$ cat src/rtl/bist_pkg.sv
// -----------------------------------------------------------------------------
// bist_pkg
//   Shared definitions for the ALU BIST response-compaction stage.
//   - state_e      : run-control FSM states (IDLE, RUN, DONE), 2-bit encoded
//   - MISR_W       : width of the signature register the polynomial is defined for
//   - MISR_TAPS    : feedback taps for x^8+x^6+x^5+x^4+1 (bits 7,5,4,3)
//   - DEFAULT_SEED : signature value loaded at the start of every run
//   - misr_next()  : one MISR step, shared by the MISR register and the
//                    verdict logic so both see the same next-state signature
// -----------------------------------------------------------------------------
package bist_pkg;

    typedef enum logic [1:0] {
        IDLE = 2'd0,
        RUN  = 2'd1,
        DONE = 2'd2
    } state_e;

    localparam int             MISR_W       = 8;
    localparam logic [MISR_W-1:0] MISR_TAPS = 8'b1011_1000;
    localparam logic [MISR_W-1:0] DEFAULT_SEED = 8'h00;

    // Shift left, feed the XOR of the tapped bits into bit 0, then fold in
    // the incoming response word.
    function automatic logic [MISR_W-1:0] misr_next(
        input logic [MISR_W-1:0] sig,
        input logic [MISR_W-1:0] din
    );
        logic fb;
        fb = ^(sig & MISR_TAPS);
        return {sig[MISR_W-2:0], fb} ^ din;
    endfunction

endpackage : bist_pkg

$ cat src/rtl/bist_misr.sv
// -----------------------------------------------------------------------------
// bist_misr
//   Multiple-input signature register. Holds the compacted ALU response.
//   Ports:
//     clk   in  1   rising-edge clock
//     rst   in  1   synchronous active-high reset, signature returns to seed
//     load  in  1   reload the signature with seed (start of a run)
//     en    in  1   fold din into the signature this cycle
//     seed  in  DW  value loaded on reset and on load
//     din   in  DW  response word to compact
//     sig   out DW  current signature
//   load has priority over en.
// -----------------------------------------------------------------------------
module bist_misr
    import bist_pkg::*;
#(
    parameter int DW = MISR_W
) (
    input  logic          clk,
    input  logic          rst,
    input  logic          load,
    input  logic          en,
    input  logic [DW-1:0] seed,
    input  logic [DW-1:0] din,
    output logic [DW-1:0] sig
);

    logic [DW-1:0] sig_q;
    logic [DW-1:0] sig_d;

    // NOTE: every variable written in an always_comb gets a default on entry
    // so that no path leaves it unassigned and infers a latch.
    always_comb begin
        sig_d = sig_q;
        if (load) begin
            sig_d = seed;
        end else if (en) begin
            sig_d = misr_next(sig_q, din);
        end
    end

    // NOTE: sequential state is assigned with <= so every register samples
    // the pre-edge values of its sources, independent of statement order.
    always_ff @(posedge clk) begin
        if (rst) begin
            sig_q <= seed;
        end else begin
            sig_q <= sig_d;
        end
    end

    assign sig = sig_q;

endmodule : bist_misr

$ cat src/rtl/bist_signature_analyzer.sv
// -----------------------------------------------------------------------------
// bist_signature_analyzer
//   Response-compaction stage of the ALU BIST loop. For each accepted pattern
//   it folds the ALU result into an 8-bit MISR, compares the ALU result with
//   the reference-model result, counts mismatches (saturating) and captures
//   the index of the first failing pattern. After NUM_PATTERNS accepted
//   patterns it stops and reports a registered pass/fail verdict.
//   Ports:
//     clk             in   1   rising-edge clock
//     rst             in   1   synchronous active-high reset
//     start           in   1   begin a run from IDLE or DONE (ignored in RUN)
//     pat_valid       in   1   alu_result/ref_result valid this cycle
//     alu_result      in   DW  ALU output under test
//     ref_result      in   DW  reference-model output
//     golden_sig      in   DW  expected final signature
//     next_pattern    out  1   request next pattern (same as busy)
//     busy            out  1   run in progress
//     done            out  1   run finished, held until start or rst
//     pass            out  1   verdict, valid while done
//     signature       out  DW  current MISR contents
//     mismatch_count  out  CW  mismatching patterns, saturating at all-ones
//     first_fail_vld  out  1   a mismatch has been seen this run
//     first_fail_idx  out  CW  0-based index of the first mismatch
// -----------------------------------------------------------------------------
module bist_signature_analyzer
    import bist_pkg::*;
#(
    parameter int          DW           = 8,
    parameter int          NUM_PATTERNS = 255,
    parameter int          CW           = 8,
    parameter logic [DW-1:0] MISR_SEED  = DEFAULT_SEED
) (
    input  logic          clk,
    input  logic          rst,
    input  logic          start,
    input  logic          pat_valid,
    input  logic [DW-1:0] alu_result,
    input  logic [DW-1:0] ref_result,
    input  logic [DW-1:0] golden_sig,
    output logic          next_pattern,
    output logic          busy,
    output logic          done,
    output logic          pass,
    output logic [DW-1:0] signature,
    output logic [CW-1:0] mismatch_count,
    output logic          first_fail_vld,
    output logic [CW-1:0] first_fail_idx
);

    localparam logic [CW-1:0] LAST_IDX = CW'(NUM_PATTERNS - 1);
    localparam logic [CW-1:0] CNT_MAX  = {CW{1'b1}};

    state_e        state_q;
    logic [CW-1:0] idx_q;
    logic [CW-1:0] cnt_q;
    logic [CW-1:0] cnt_d;
    logic          ffv_q;
    logic [CW-1:0] ffi_q;
    logic          busy_q;
    logic          done_q;
    logic          pass_q;
    logic          pass_d;

    logic          accept;
    logic          begin_run;
    logic          mismatch;
    logic [DW-1:0] sig_cur;
    logic [DW-1:0] sig_next;

    assign accept    = (state_q == RUN) && pat_valid;
    assign begin_run = start && (state_q != RUN);
    assign mismatch  = (alu_result != ref_result);

    bist_misr #(
        .DW (DW)
    ) u_misr (
        .clk  (clk),
        .rst  (rst),
        .load (begin_run),
        .en   (accept),
        .seed (MISR_SEED),
        .din  (alu_result),
        .sig  (sig_cur)
    );

    // Next-state signature and count as they will be after the current
    // acceptance; the verdict is taken from these so that pass is already
    // correct on the first DONE cycle.
    assign sig_next = misr_next(sig_cur, alu_result);

    always_comb begin
        cnt_d = cnt_q;
        if (accept && mismatch && (cnt_q != CNT_MAX)) begin
            cnt_d = cnt_q + 1'b1;
        end
    end

    assign pass_d = (sig_next == golden_sig) && (cnt_d == '0);

    always_ff @(posedge clk) begin
        if (rst) begin
            state_q <= IDLE;
            idx_q   <= '0;
            cnt_q   <= '0;
            ffv_q   <= 1'b0;
            ffi_q   <= '0;
            busy_q  <= 1'b0;
            done_q  <= 1'b0;
            pass_q  <= 1'b0;
        end else begin
            unique case (state_q)
                IDLE, DONE: begin
                    if (start) begin
                        state_q <= RUN;
                        idx_q   <= '0;
                        cnt_q   <= '0;
                        ffv_q   <= 1'b0;
                        ffi_q   <= '0;
                        busy_q  <= 1'b1;
                        done_q  <= 1'b0;
                        pass_q  <= 1'b0;
                    end
                end
                RUN: begin
                    if (pat_valid) begin
                        idx_q <= idx_q + 1'b1;
                        cnt_q <= cnt_d;
                        // Only the first failure is recorded for this run.
                        if (mismatch && !ffv_q) begin
                            ffv_q <= 1'b1;
                            ffi_q <= idx_q;
                        end
                        if (idx_q == LAST_IDX) begin
                            state_q <= DONE;
                            busy_q  <= 1'b0;
                            done_q  <= 1'b1;
                            pass_q  <= pass_d;
                        end
                    end
                end
                default: begin
                    state_q <= IDLE;
                    busy_q  <= 1'b0;
                    done_q  <= 1'b0;
                    pass_q  <= 1'b0;
                end
            endcase
        end
    end

    assign next_pattern   = busy_q;
    assign busy           = busy_q;
    assign done           = done_q;
    assign pass           = pass_q;
    assign signature      = sig_cur;
    assign mismatch_count = cnt_q;
    assign first_fail_vld = ffv_q;
    assign first_fail_idx = ffi_q;

endmodule : bist_signature_analyzer

$ cat config.mk
export PLATFORM = sky130hd
export DESIGN_NAME = bist_signature_analyzer
export DESIGN_NICKNAME = d
export VERILOG_FILES = /design/src/rtl/bist_pkg.sv /design/src/rtl/bist_misr.sv /design/src/rtl/bist_signature_analyzer.sv
export SDC_FILE = /design/constraint.sdc
export NUM_CORES = 1
export LEC_CHECK = 0
export BUFFER_PORTS_ARGS = -buffer_cell sky130_fd_sc_hd__buf_4
export CAP_MARGIN = 5
export CORE_ASPECT_RATIO = 1.25
export CORE_MARGIN = 4
export CORE_UTILIZATION = 40
export DETAILED_ROUTE_END_ITERATION = 10
export PLACE_DENSITY_LB_ADDON = 0.08
export SLEW_MARGIN = 20
export SYNTH_ARGS = -nofsm -noshare
export SYNTH_HDL_FRONTEND = slang
export SYNTH_SLANG_ARGS = --single-unit
$ cat constraint.sdc
create_clock -name clk -period 3.4 [get_ports clk]
set_clock_uncertainty 0.1 [all_clocks]
set_input_delay 0.68 -clock clk [delete_from_list [all_inputs] [get_ports clk]]
set_output_delay 0.68 -clock clk [all_outputs]
set_load 0.005 [all_outputs]
==> results of run 1 <==
state kept, by name (all words and copies together), names as in the netlist:
signal,count
first_fail_idx,8
busy,1
pass,1
mismatch_count,8
done,1
u_misr.sig,8
first_fail_vld,1
state_q,2
idx_q,8
metrics by stage:
step                hold slack, ns  power (W)  instances  area [um2]  setup WS [ns]
global placement             0.368   0.000615        340        2480          0.858
CTS                          0.384   0.000911        347        2560           1.15
global route                 0.414   0.000945        347        2560           1.05
finish                       0.382   0.000899        347        2560           1.17
floorplan                    0.358   0.000559        236        2030           1.27
detailed placement           0.374   0.000616        340        2480          0.852
cells by family (layout without fill, tap and decap cells):
kind of cell,count (synthesis),in the layout,share of synthesized area (%)
simple gates,89,89,22.1
compound gates,49,49,16.3
flops,38,38,37.4
xor+xnor,33,33,14.9
buf+inv,16,67,3.51
mux,8,8,3.94
fa+ha+maj,3,3,1.85
per-layer routing:
layer | wire length (um) | global-route usage [%]
met5 | 0 | 0
met4 | 57 | 4.79
met3 | 168 | 3.67
met2 | 2480 | 29.8
met1 | 2140 | 19.8
worst min path at each step:
| stage | end | slack [ns] | cells past startpoint | from |
|---|---|---|---|---|
| 6_report | first_fail_vld | 0.38 | 2 | first_fail_vld |
| 5_1_grt | first_fail_vld | 0.41 | 2 | first_fail_vld |
| 4_1_cts | first_fail_vld | 0.38 | 2 | first_fail_vld |
| 3_5_place_dp | first_fail_vld | 0.37 | 2 | first_fail_vld |
| 3_3_place_gp | busy | 0.37 | 2 | busy |
| 2_1_floorplan | idx_q[0] | 0.36 | 2 | idx_q[0] |
synthesized netlist by cell type (3+ instances only):
library cell / instances / area, um2
sky130_fd_sc_hd__inv_1: 3 / 11.3
sky130_fd_sc_hd__mux2i_1: 8 / 80.1
sky130_fd_sc_hd__a311oi_1: 4 / 35.0
sky130_fd_sc_hd__dfxtp_1: 38 / 761
sky130_fd_sc_hd__a31oi_1: 6 / 37.5
sky130_fd_sc_hd__nor2_1: 31 / 116
sky130_fd_sc_hd__a211oi_1: 12 / 90.1
sky130_fd_sc_hd__o21ai_0: 4 / 20.0
sky130_fd_sc_hd__xnor2_1: 9 / 78.8
sky130_fd_sc_hd__nand4_1: 5 / 31.3
sky130_fd_sc_hd__clkbuf_1: 6 / 22.5
sky130_fd_sc_hd__xor2_1: 23 / 201
sky130_fd_sc_hd__nand2b_1: 5 / 31.3
sky130_fd_sc_hd__nand2_1: 13 / 48.8
sky130_fd_sc_hd__a21o_1: 3 / 22.5
sky130_fd_sc_hd__buf_2: 6 / 30.0
sky130_fd_sc_hd__and4_1: 4 / 35.0
sky130_fd_sc_hd__nand3_1: 7 / 35.0
sky130_fd_sc_hd__a21oi_1: 12 / 60.1
sky130_fd_sc_hd__ha_1: 3 / 37.5
sky130_fd_sc_hd__and2_1: 13 / 81.3
critical path: stages:
cell and delay, ns:
sky130_fd_sc_hd__buf_4 0.11, sky130_fd_sc_hd__xor2_1 0.15, sky130_fd_sc_hd__nor4_1 0.35, sky130_fd_sc_hd__a21oi_1 0.11, sky130_fd_sc_hd__buf_4 0.20, sky130_fd_sc_hd__and2_1 0.24
sky130_fd_sc_hd__a31o_1 0.24, sky130_fd_sc_hd__a311oi_1 0.25
final cells by class:
type	count	area, um2	share of cell area [%]
Timing Repair Buffer	57	428	16.7
Sequential cell	38	761	29.8
Inverter	3	11.3	0.441
Tap cell	60	75.1	2.94
Clock inverter	2	10.0	0.392
Multi-Input combinational cell	182	1200	47.0
Clock buffer	5	68.8	2.69
power by group:
group	leakage [nW]	switching, W	internal, W
Clock	0.0438	0.000158	0.000138
Sequential	0.307	0.00000947	0.000453
Combinational	0.704	0.0000728	0.0000683
==> key figures, run 1 <==
Outcome
  – Run status: completed

Die
  – Std-Cell Rows: 28
  – Die Wd: 71.8 um
  – CORE AREA: 4830 um2
  – Die ar.: 6300 um2
  – Number of placed I/O pins: 57
  – Chip height: 87.7 um
  – Initial core utilization: 42.1%

Detailed routing
  – Average vias per placed instance: 5.20
  – Wire length reported by the detailed router: 4840 um
  – First-pass iteration count of the detailed router: 4
  – DR WL/cell: 13.9 um
  – Antenna-violating nets left: 0
  – DRC violations left: 0
  – Via count: 1803
  – Initial drt markers: 44

Logic synthesis
  – Syn_area_per_cell: 8.62 um2
  – Cells after Synth: 236
  – Dominant register cell in the synthesized netlist: sky130_fd_sc_hd__dfxtp_1
  – Library cells used by synthesis: 37
  – Post-synthesis instance area: 2030 um2
  – Synthesis-stage register bit count: 38
  – EDFF count, synth: 0
  – Fraction of registers with async set or reset after synthesis: 0%
  – Sequential element share of the synthesized area: 37.4%
  – Warnings, synthesis: 0
  – Synthesized net count: 267

Clocking
  – Total CTS buffers: 5
  – Number of H-tree branching levels: 2
  – Root Buffer: sky130_fd_sc_hd__clkbuf_8
  – Post-CTS Hold Buffers: 0
  – Post-CTS Repair Setup Buffers: 0
  – Source-to-sink clock delay at the later pin of the worst-skew pair: 0.28 ns
  – Clock tree sinks: 38
  – Post-cts gate resize count: 0
  – Longest Clk Path Bufs: 2
  – Clock tree from TritonCTS: yes
  – CTS clock-pin slew for the worst setup and hold paths: 0.08 ns

Critical path
  – Endpoint of the worst setup timing path: mismatch_count[4]
  – Biggest fanout along the worst timing path: 14
  – Reg2Reg Capture Point: mismatch_count[4]
  – Endpoint class of the critical path: flop
  – Register-to-Register Setup Slack: 1.27 ns
  – Worst endpoint data arrival time: 2.33 ns
  – Category of the most critical setup path: in -> reg
  – Startpoint class of the critical path: input pin
  – R2r startpoint: state_q[0]
  – Crit. Startpoint: ref_result[7]
  – FF-to-FF path depth: 6
  – Required time of the critical path: 3.50 ns

Global route
  – Initial antenna violation count: 0
  – Final global-route overflow total: 0
  – Overall routing resource usage: 16.6%
  – Vias in the first global route: 1792
  – Largest net degree at the start of global routing: 28
  – First-pass GRT wire length: 8430 um

STA
  – Relative slew slack: 58.6%
  – Highest clock frequency the design can meet: 448 MHz
  – Number of slew-limit violations in the final report: 0
  – Unrepaired setup endpoints after global routing: no
  – Worst Tran Pin Value: 0.622 ns
  – Final Hold Vio Count: 0
  – Setup-failing EPs final: 0
  – Final critical delay including setup and external delays: 2.23 ns
  – Fin Setup TNS: 0 ns
  – Tcrit/Tclk final: 65.6%

Hold path
  – Worst Hold Class: reg -> reg

Power
  – Static Leakage: 1.06 nW
  – Maximum resistive drop on vdd: 0.155 mV
  – Cell Pwr Density: 352 nW/um2

Cells and area
  – Area added between synthesis and finish: 25.6%
  – Number of antenna repair diodes: 0
  – Top library cells by usage in the layout, fill and taps aside: sky130_fd_sc_hd__buf_4, sky130_fd_sc_hd__dfxtp_1, sky130_fd_sc_hd__nor2_1, sky130_fd_sc_hd__xor2_1
  – Final core area utilization: 52.9%
  – Filler cell count: 488
  – Most common cell after layout, fill and taps aside: sky130_fd_sc_hd__buf_4
  – NumNets Final: 318
  – Share of cells above drive strength 1: 23.0%

Placement
  – Port Buffer Count: 56
  – Post-detailed-placement half-perimeter wirelength: 3720 um
  – Routability congestion estimate: 0.770

Flow run
  – Max_cap viols: 0
Power figures use the tool's default switching activity.
==> inputs of run 2 (changes only) <==
--- a/config.mk
+++ b/config.mk
@@ -5,6 +5,7 @@
 export SDC_FILE = /design/constraint.sdc
 export NUM_CORES = 1
 export LEC_CHECK = 0
+export ABC_AREA = 1
 export BUFFER_PORTS_ARGS = -buffer_cell sky130_fd_sc_hd__buf_4
 export CAP_MARGIN = 5
 export CORE_ASPECT_RATIO = 1.25
==> constraint.sdc (replaced) <==
create_clock -name clk -period 2.1 [get_ports clk]
set_clock_uncertainty 0.1 [all_clocks]
set_input_delay 0.42 -clock clk [delete_from_list [all_inputs] [get_ports clk]]
set_output_delay 0.42 -clock clk [all_outputs]
set_load 0.005 [all_outputs]
==> run 2 against run 1 <==
  * Core utilization grew 1.3 points
  * Sequential share of layout area down 3.8 points
  * Non-clock buffer count rose by 10
  * Combinational power increased by 94%
  * Register-to-register slack got worse by 1.1 ns
  * Worst setup slack got worse by 0.95 ns
  * Worst hold slack got worse by 0.025 ns
  * Final cell count up 40%
  * Power grew 98%
  * Critical path depth increased by 3
  * Sequential power up 61%
==> key figures, run 2 <==
Clocking
  – Post-CTS Hold Buffers: 0 (unchanged)
  – Number of H-tree branching levels: 2 (unchanged)
  – Total CTS buffers: 5 (unchanged)
  – CTS clock-pin slew for the worst setup and hold paths: 0.08 ns (about the same)
  – Source-to-sink clock delay at the later pin of the worst-skew pair: 0.29 ns (about the same)
  – Clock tree sinks: 38 (unchanged)
  – Clock tree from TritonCTS: yes
  – Root Buffer: sky130_fd_sc_hd__clkbuf_8
  – Longest Clk Path Bufs: 2 (unchanged)

Placement
  – # placed instances: 477 (+40%)
  – Post-detailed-placement half-perimeter wirelength: 4360 um (+17%)
  – Port Buffer Count: 56 (unchanged)
  – Routability congestion estimate: 0.821 (+6.7%)
  – Worst-case setup slack after placement: 0.0468 ns (-0.805 ns)

Detailed routing
  – First-pass iteration count of the detailed router: 4 (unchanged)
  – Antenna-violating nets left: 0 (unchanged)
  – Initial drt markers: 108 (+150%)
  – DRC violations left: 0 (unchanged)
  – DR WL/cell: 11.4 um (-18%)
  – Wire length reported by the detailed router: 5530 um (+14%)
  – Average vias per placed instance: 4.74 (-8.9%)
  – Via count: 2297 (+27%)

STA
  – Highest clock frequency the design can meet: 531 MHz
  – Worst hold slack: 0.357 ns (-0.0250 ns)
  – Relative slew slack: 61.1% (+2.6 points)
  – Fin Setup TNS: 0 ns (unchanged)
  – Number of slew-limit violations in the final report: 0 (unchanged)
  – Worst Tran Pin Value: 0.577 ns (-0.0445 ns)
  – Unrepaired setup endpoints after global routing: no
  – Final Hold Vio Count: 0 (unchanged)
  – Min setup slack post-route: 0.216 ns (-0.952 ns)
  – Tcrit/Tclk final: 89.7%
  – Final critical delay including setup and external delays: 1.88 ns
  – Setup-failing EPs final: 0 (unchanged)

Cells and area
  – NumNets Final: 451 (+42%)
  – Area taken by multi-input logic gates: 1250 um2 (+3.7%)
  – Number of antenna repair diodes: 0 (unchanged)
  – Count of non-filler cells in the finished layout: 485 (+40%)
  – Filler cell count: 560 (+15%)
  – Most common cell after layout, fill and taps aside: sky130_fd_sc_hd__nand2_1
  – Area added between synthesis and finish: 31.6%
  – Share of cells above drive strength 1: 21.6% (-1.4 points)
  – Register cell area after layout: 761 um2 (unchanged)
  – Top library cells by usage in the layout, fill and taps aside: sky130_fd_sc_hd__nand2_1, sky130_fd_sc_hd__buf_4, sky130_fd_sc_hd__inv_1, sky130_fd_sc_hd__dfxtp_1, sky130_fd_sc_hd__a21oi_1

Logic synthesis
  – Multiplexer fraction of the synthesized cell area: 0% (-3.9 points)
  – Warnings, synthesis: 0 (unchanged)
  – Synthesis-stage register bit count: 38 (unchanged)
  – Fraction of the mapped netlist area in adder cells: 1.69% (-0.16 points)
  – Syn_area_per_cell: 6.34 um2 (-26%)
  – Largest family of logic cells by synthesized area: simple AND/OR/NAND/NOR gates
  – Area share of the leading cell type in the synthesized netlist: 34.2% (-3.2 points)
  – Cells after Synth: 351 (+49%)
  – Compound-gate portion of the synthesized area: 13.3% (-3.0 points)
  – Post-synthesis xor/xnor area fraction: 4.33% (-11 points)
  – Post-synthesis instance area: 2220 um2 (+9.3%)
  – Yosys top cell by area: sky130_fd_sc_hd__dfxtp_1
  – Leading post-synthesis cells by cell area: sky130_fd_sc_hd__dfxtp_1, sky130_fd_sc_hd__nand2_1, sky130_fd_sc_hd__inv_1, sky130_fd_sc_hd__a21oi_1, sky130_fd_sc_hd__nand3_1
  – EDFF count, synth: 0 (unchanged)
  – Most frequent cell after synthesis: sky130_fd_sc_hd__nand2_1
  – Synthesized net count: 382 (+43%)
  – Library cells used by synthesis: 28 (-24%)
  – Dominant register cell in the synthesized netlist: sky130_fd_sc_hd__dfxtp_1
  – Sequential element share of the synthesized area: 34.2% (-3.2 points)
  – Most frequent cells after synthesis: sky130_fd_sc_hd__nand2_1, sky130_fd_sc_hd__inv_1, sky130_fd_sc_hd__dfxtp_1
  – Simple-Gate Fraction of Synth Area: 36.6% (+14 points)
  – Fraction of registers with async set or reset after synthesis: 0% (unchanged)

Critical path
  – Cells traversed along the worst timing path: inv_1, ha_1, nand3_1, nor3_1, buf_4, nand3_1, nor3_2, nand3_1, nor2_1, nand3_1, a21oi_1
  – Endpoint class of the critical path: flop
  – Critical Path Slowest Stage Cell: sky130_fd_sc_hd__dfxtp_1
  – CP max stage delay: 0.32 ns (-0.03 ns)
  – Biggest fanout along the worst timing path: 2 (-12)
  – Largest delay share family, worst path: simple AND/OR/NAND/NOR gates
  – Sum of buffers and inverters on the critical path: 2 (unchanged)
  – Most frequent cell on the critical path: sky130_fd_sc_hd__nand3_1
  – Required time of the critical path: 2.22 ns (-1.28 ns)
  – Startpoint class of the critical path: flop
  – Worst endpoint data arrival time: 2.01 ns (-0.32 ns)
  – Register-to-Register Setup Slack: 0.22 ns (-1.05 ns)
  – Category of the most critical setup path: reg -> reg

Global route
  – Final global-route overflow total: 0 (unchanged)
  – Vias in the first global route: 2178 (+22%)
  – Initial antenna violation count: 0 (unchanged)
  – First-pass GRT wire length: 9420 um (+12%)
  – Overall routing resource usage: 17.1% (+0.45 points)
  – Largest net degree at the start of global routing: 26 (-7.1%)

Power
  – Cell Pwr Density: 607 nW/um2 (+73%)
  – Final total power: 0.00178 W (+98%)
  – Static Leakage: 1.42 nW (+34%)
  – Maximum resistive drop on vdd: 0.357 mV (+130%)

Hold path
  – Worst Hold Class: in -> reg

Die
  – Number of placed I/O pins: 57 (unchanged)
  – Initial core utilization: 41.2% (-0.92 points)
  – CORE AREA: 5410 um2 (+12%)
  – Std-Cell Rows: 30 (+7.1%)
  – Die ar.: 6830 um2 (+8.4%)
  – Die Wd: 74.7 um (+4.1%)
  – Chip height: 91.4 um (+4.2%)

Outcome
  – Run status: completed

Flow run
  – Max_cap viols: 0 (unchanged)
run 2: cell count changes in the layout (fill, tap and decap cells not counted), moves of 5 or more:
cell / change
sky130_fd_sc_hd__a211oi_1: -12
sky130_fd_sc_hd__a21oi_1: +22
sky130_fd_sc_hd__a31oi_1: -5
sky130_fd_sc_hd__and2_1: -13
sky130_fd_sc_hd__buf_4: +10
sky130_fd_sc_hd__inv_1: +44
sky130_fd_sc_hd__inv_2: +5
sky130_fd_sc_hd__mux2i_1: -8
sky130_fd_sc_hd__nand2_1: +115
sky130_fd_sc_hd__nand2b_1: -5
sky130_fd_sc_hd__nand3_1: +19
sky130_fd_sc_hd__nor2_1: -15
sky130_fd_sc_hd__o21ai_0: +9
sky130_fd_sc_hd__xor2_1: -17
run 2: cells by family after synthesis:
logic type,after synthesis
AOI/OAI and AO/OA,53
buffers and inverters,58
adders and majority gates,3
DFF,38
and+or+nand+nor,188
xor gates and xnor gates,11
run 2: metal layers:
metal / wire, um / share of wire, % / track usage, % / up-vias
li1: - / - / - / 1241
met1: 2380 / 43 / 20.4 / 1010
met2: 2820 / 51 / 30.4 / 42
met3: 284 / 5.1 / 3.65 / 4
met4: 42 / 0.76 / 4.01 / 0
met5: 0 / 0 / 0 / -
run 2: tightest hold or removal path, stage by stage:
cell	delay [ns]
sky130_fd_sc_hd__buf_4	0.13
sky130_fd_sc_hd__nand2_1	0.08
sky130_fd_sc_hd__a31oi_1	0.08
run 2: area by class of cell:
class                           instances  share of cell area, %
Clock inverter                          3                   2.35
Tap cell                               64                   2.74
Multi-Input combinational cell        255                   42.6
Inverter                               53                   6.79
Timing Repair Buffer                   67                   17.2
Clock buffer                            5                   2.35
Sequential cell                        38                   26.0
run 2: where the power goes:
part	internal (W)	leakage [nW]	total (W)	switching, W
clock	0.000476	0.0683	0.000757	0.000281
sequential	0.000734	0.307	0.000747	0.0000129
combinational	0.000114	1.04	0.000273	0.000159
run 2: final timing paths:
kind / start / to / cells past startpoint
min reg2reg: done / done / 2
max reg2reg: idx_q[0] / pass / 11
max: idx_q[0] / pass / 11
min: alu_result[1] / u_misr.sig[1] / 3
run 2: stage by stage:
| stage | cell area [um2] | utilization [%] |
|---|---|---|
| detailed placement | 2790 | 51.5 |
| finish | 2930 | 54.2 |
| floorplan | 2220 | - |
| global route | 2930 | 54.2 |
| CTS | 2920 | 54.1 |
| global placement | 2790 | 51.5 |
run 2: repair_timing:
item	in CTS	in global routing
setup endpoints to repair	0	1
resized for setup	0	1
endpoints found under the hold margin	0	0
buffers inserted	0	0
